<file path="config.mk">
export PLATFORM = sky130hd
export DESIGN_NAME = icache_dm
export DESIGN_NICKNAME = d
export VERILOG_FILES = /design/src/rtl/icache_dm_pkg.sv /design/src/rtl/icache_dm_control.sv /design/src/rtl/icache_dm.sv
export SDC_FILE = /design/constraint.sdc
export NUM_CORES = 2
export LEC_CHECK = 0
export CORE_UTILIZATION = 55
export DETAILED_ROUTE_END_ITERATION = 12
export PLACE_DENSITY_LB_ADDON = 0.25
export SETUP_SLACK_MARGIN = 0.4
export SYNTH_ARGS = -nofsm -noshare
export SYNTH_HDL_FRONTEND = slang
export SYNTH_MEMORY_MAX_BITS = 65536
export SYNTH_SLANG_ARGS = --single-unit
</file>
<file path="constraint.sdc">
create_clock -name clk -period 65.9 [get_ports clk]
set_clock_uncertainty 0.05 [all_clocks]
set_input_delay 16.475 -clock clk [delete_from_list [all_inputs] [get_ports clk]]
set_output_delay 16.475 -clock clk [all_outputs]
set_load 0.01 [all_outputs]
</file>
<file path="src/rtl/icache_dm_pkg.sv">
// Shared types and width helpers for the direct-mapped instruction cache.
// Address layout: {tag, index, word, byte}.
package icache_types;

  typedef enum logic [1:0] {
    IDLE,
    LOOKUP,
    MISS
  } state_t;

  localparam int OFFSET_W   = 5;
  localparam int WORD_SEL_W = 3;

  function automatic int idx_w(input int sets);
    return $clog2(sets);
  endfunction

  function automatic int tag_w(input int sets);
    return 32 - OFFSET_W - $clog2(sets);
  endfunction

endpackage

</file>
<file path="src/rtl/icache_dm_control.sv">
// Cache controller FSM: request latch, tag lookup, line refill.
// Outputs decode from state so reset drops them asynchronously.
module icache_control
  import icache_types::*;
(
  input  logic clk,
  input  logic rst,
  input  logic imem_read,
  input  logic hit,
  input  logic pmem_resp,
  output logic latch_req,
  output logic load_line,
  output logic imem_resp,
  output logic pmem_read
);

  state_t state;
  state_t state_nxt;

  always_ff @(posedge clk or posedge rst) begin
    if (rst) state <= IDLE;
    else     state <= state_nxt;
  end

  always_comb begin
    state_nxt = state;
    latch_req = 1'b0;
    load_line = 1'b0;
    imem_resp = 1'b0;
    pmem_read = 1'b0;
    unique case (state)
      IDLE: begin
        if (imem_read) begin
          latch_req = 1'b1;
          state_nxt = LOOKUP;
        end
      end
      LOOKUP: begin
        if (hit) begin
          imem_resp = 1'b1;
          state_nxt = IDLE;
        end else begin
          state_nxt = MISS;
        end
      end
      MISS: begin
        pmem_read = 1'b1;
        if (pmem_resp) begin
          load_line = 1'b1;
          state_nxt = LOOKUP;
        end
      end
      default: state_nxt = IDLE;
    endcase
  end

endmodule

</file>
<file path="src/rtl/icache_dm.sv">
// Read-only direct-mapped instruction cache with flop-based storage.
// Tags and data are left unreset; only valid bits gate hits.
module icache_dm
  import icache_types::*;
#(
  parameter int NUM_SETS  = 16,
  parameter int LINE_BITS = 256
) (
  input  logic                 clk,
  input  logic                 rst,
  input  logic                 imem_read,
  input  logic [31:0]          imem_address,
  output logic                 imem_resp,
  output logic [31:0]          imem_rdata,
  output logic                 pmem_read,
  output logic [31:0]          pmem_address,
  input  logic [LINE_BITS-1:0] pmem_rdata,
  input  logic                 pmem_resp
);

  localparam int IDX_W = idx_w(NUM_SETS);
  localparam int TAG_W = tag_w(NUM_SETS);

  logic [31:0]           req_addr;
  logic [NUM_SETS-1:0]   valid_q;
  logic [TAG_W-1:0]      tag_q  [NUM_SETS];
  logic [LINE_BITS-1:0]  data_q [NUM_SETS];

  logic [IDX_W-1:0]      req_idx;
  logic [TAG_W-1:0]      req_tag;
  logic [WORD_SEL_W-1:0] req_word;
  logic [LINE_BITS-1:0]  line_sel;
  logic [31:0]           word_sel;
  logic                  hit;
  logic                  latch_req;
  logic                  load_line;
  logic                  unused_bits;

  assign req_idx     = req_addr[OFFSET_W +: IDX_W];
  assign req_tag     = req_addr[31 -: TAG_W];
  assign req_word    = req_addr[2 +: WORD_SEL_W];
  assign unused_bits = ^req_addr[1:0];

  assign hit      = valid_q[req_idx] && (tag_q[req_idx] == req_tag);
  assign line_sel = data_q[req_idx];
  assign word_sel = line_sel[{req_word, 5'd0} +: 32];

  assign imem_rdata   = hit ? word_sel : 32'd0;
  assign pmem_address = pmem_read ? {req_tag, req_idx, 5'd0} : 32'd0;

  icache_control u_ctrl (
    .clk       (clk),
    .rst       (rst),
    .imem_read (imem_read),
    .hit       (hit),
    .pmem_resp (pmem_resp),
    .latch_req (latch_req),
    .load_line (load_line),
    .imem_resp (imem_resp),
    .pmem_read (pmem_read)
  );

  always_ff @(posedge clk or posedge rst) begin
    if (rst) begin
      req_addr <= 32'd0;
      valid_q  <= '0;
    end else begin
      if (latch_req) req_addr <= imem_address;
      if (load_line) valid_q[req_idx] <= 1'b1;
    end
  end

  // Refill only fires from MISS, so stray or abandoned responses never land.
  always_ff @(posedge clk) begin
    if (load_line) begin
      tag_q[req_idx]  <= req_tag;
      data_q[req_idx] <= pmem_rdata;
    end
  end

endmodule

</file>
==> qor.yml <==
finish:
  layout_common_cells: "edfxtp_1, mux4_2, clkbuf_16"
  layout.nets: 7584
  final_cells: 11845
  area_growth_syn_to_layout_pct: 13.3
  final_common_cell: "edfxtp_1"
  drive_gt1_frac: 0.299
  utilization: 0.628
  fill_cells: 20075
logic_synthesis:
  synth_edf_count: 4464
  ys_ff_latch: 4512
  synth.yosys.warnings: 0
  syn_inst: 6691
  yosysUniqueCellTypes: 50
  async_reset_ff_frac: 0.0106
  yosys.area_share.adder: 0
  syn_area_um2: 172000
  synth_top_family_by_area: "multiplexers"
  yosys.area_share.xor_xnor: 0.00107
  synth_compound_area_frac: 0.00262
  synth-seq-area-share: 0.787
  ys.flop_type: "edfxtp_1"
  synthMuxAreaShare: 0.195
  synth_simple_gate_area_share: 0.00501
  synth.avg_cell_area_um2: 25.7
timing:
  fin_crit_ns: 25.46
  worst_slew_pin_slew_ns: 1.12
  setup_violations: 0
  period_share: 0.386
  hold_viol: 0
  slew_viol_final: 0
  layout_setup_ws_ns: 40.44
  slew_headroom: 0.232
  fmax_mhz: 39.3
  setup_tns_ns: 0
  rsz0062_at_grt: "no"
place:
  dpl.hpwl_um: 219000
  dpl.cell_count: 10967
  dp_slack_ns: 41.48
  place_congestion: 0.796
  io_buffers: 350
pwr:
  p_switching_mw: 2.28
  p_seq_frac: 0.425
  ir_worst_vdd_mv: 0.0370
  p_int_mw: 5.68
  p_leak_nw: 59.9
  swShare: 0.286
  power_frac_clock: 0.303
  p_comb_frac: 0.272
  powerDensity_nw_per_um2: 40.9
routing:
  drc: 0
  wirelength_um: 412000
  via_count: 78015
  post_drt_wl_per_cell_um: 34.8
  drt_first_pass_iters: 6
  drtIter0Drc: 10267
  ant_nets: 0
  routed_via_density: 6.59
floorplan:
  die_w_um: 561
  die-area_um2: 315000
  core.rowCount: 204
  fp.dieH_um: 561
  start_util: 0.554
  pin_count: 358
  fp.coreArea_um2: 310000
global_route:
  antenna_found_initial: 137
  grt_pass1_vias: 78678
  grt_max_degree: 118
  grt_pass1_wl_um: 588000
  grt-ovfl-total: 0
  grt_usage: 0.265
clocking:
  cts_max_level: 5
  insertion_delay_ns: 0.96
  cts_resized: 0
  postCtsSetupRepairBufs: 0
  root_buffer: "clkbuf_16"
  cts_sinks: 4512
  clk_path_buf_depth: 4
  numCtsBuffers: 443
  clk_pin_slew_ns: 0.06
  holdBufCountCts: 0
  cts_tree: "yes"
hold_path:
  hp-class: "flip-flop to flip-flop"
  min_from: "valid_q[6]$_DFFE_PP0P_"
setup_path:
  end_kind: "output pin"
  crit_arrival_ns: 8.93
  worstSetupStartpointType: "flip-flop"
  critPathRequiredTime_ns: 49.37
  worstSetupStartpoint: "req_addr[6]$_DFFE_PP0P_"
  worst-setup-path-type: "flip-flop to output pin"
  reg2reg_from: "req_addr[5]$_DFFE_PP0P_"
  critPathMaxFanout: 60
outcome:
  status: "finished, final reports clean"
flow_run:
  max-cap-violations: 0
==> through the flow <==
stage	hold WS, ns	area [um^2]	total power [mW]
6_report	0.416	195000	7.96
5_1_grt	0.423	194000	8.22
4_1_cts	0.415	194000	8.02
3_5_place_dp	0.399	181000	5.63
3_3_place_gp	0.402	181000	5.60
2_1_floorplan	0.384	172000	4.91
==> worst max-delay path: stages, from the launching register on <==
cell,delay [ns]
dfrtp_4,0.98
buf_4,0.80
buf_4,0.89
buf_4,0.73
buf_4,0.81
buf_4,0.83
mux4_2,0.43
mux4_2,0.56
mux4_2,0.49
mux2i_1,0.49
nor2_1,0.09
clkdlybuf4s50_1,0.52
==> path summary, 6_finish.rpt <==
path,cells after the start,endpoint,slack (ns)
worst max register to register,8,data_q[13][177]$_DFFE_PP_,58.60
worst min register to register,1,valid_q[6]$_DFFE_PP0P_,0.42
min in group asynchronous,3,req_addr[4]$_DFFE_PP0P_,16.24
worst min-delay path,1,valid_q[6]$_DFFE_PP0P_,0.42
max in group asynchronous,3,req_addr[5]$_DFFE_PP0P_,48.81
worst max-delay path,11,imem_rdata[20],40.44
==> cells by family after synthesis <==
family / count (synthesis)
compound gates: 61
other cells: 1
buf+inv: 369
xor+xnor: 21
simple gates: 177
flops: 4512
mux: 1550
==> registers in the layout (all words and copies together) (netlist names) <==
name,flops
data_q,4096
req_addr,30
tag_q,368
u_ctrl.state,2
valid_q,16
==> area by class of cell <==
type / instances / area, um^2 / area share
antenna: 66 / 165 / 0.000849
clock buffer: 543 / 11600 / 0.0595
clock inverter: 269 / 2260 / 0.0116
inverter: 14 / 60.1 / 0.000309
multi-input combinational: 1814 / 35100 / 0.180
sequential: 4512 / 135000 / 0.695
tap: 4120 / 5150 / 0.0265
timing repair buffer: 507 / 5020 / 0.0258
==> cells in the mapped netlist (8+ instances only) <==
| cell type | n | area [um^2] |
|---|---|---|
| mux2_2 | 36 | 405 |
| nand2_1 | 38 | 143 |
| dfrtp_1 | 48 | 1200 |
| nor2_1 | 53 | 199 |
| buf_2 | 47 | 235 |
| o21ai_0 | 15 | 75.1 |
| edfxtp_1 | 4464 | 134000 |
| and2_1 | 28 | 175 |
| buf_4 | 14 | 105 |
| buf_1 | 94 | 353 |
| mux2i_1 | 85 | 851 |
| nand3_1 | 13 | 65.1 |
| mux4_2 | 1423 | 32000 |
| or2_2 | 17 | 106 |
| a21oi_1 | 8 | 40.0 |
| clkbuf_1 | 193 | 724 |
| xnor2_1 | 14 | 123 |
| inv_1 | 12 | 45.0 |
==> power by group through the flow <==
stage | Sequential (mW) | Clock (mW) | Combinational [mW]
finish | 3.38 | 2.41 | 2.16
global route | 3.39 | 2.56 | 2.27
CTS | 3.38 | 2.45 | 2.19
detailed placement | 3.44 | 0 | 2.19
global placement | 3.43 | 0 | 2.17
floorplan | 3.42 | 0 | 1.49
==> routing by layer <==
layer	up-vias	part of all wire	GRT usage
met5	-	0.0015	0
met4	90	0.027	0.0674
met3	699	0.11	0.0611
met2	4119	0.47	0.403
met1	42486	0.40	0.396
li1	30621	-	-
Power figures use the tool's default switching activity.
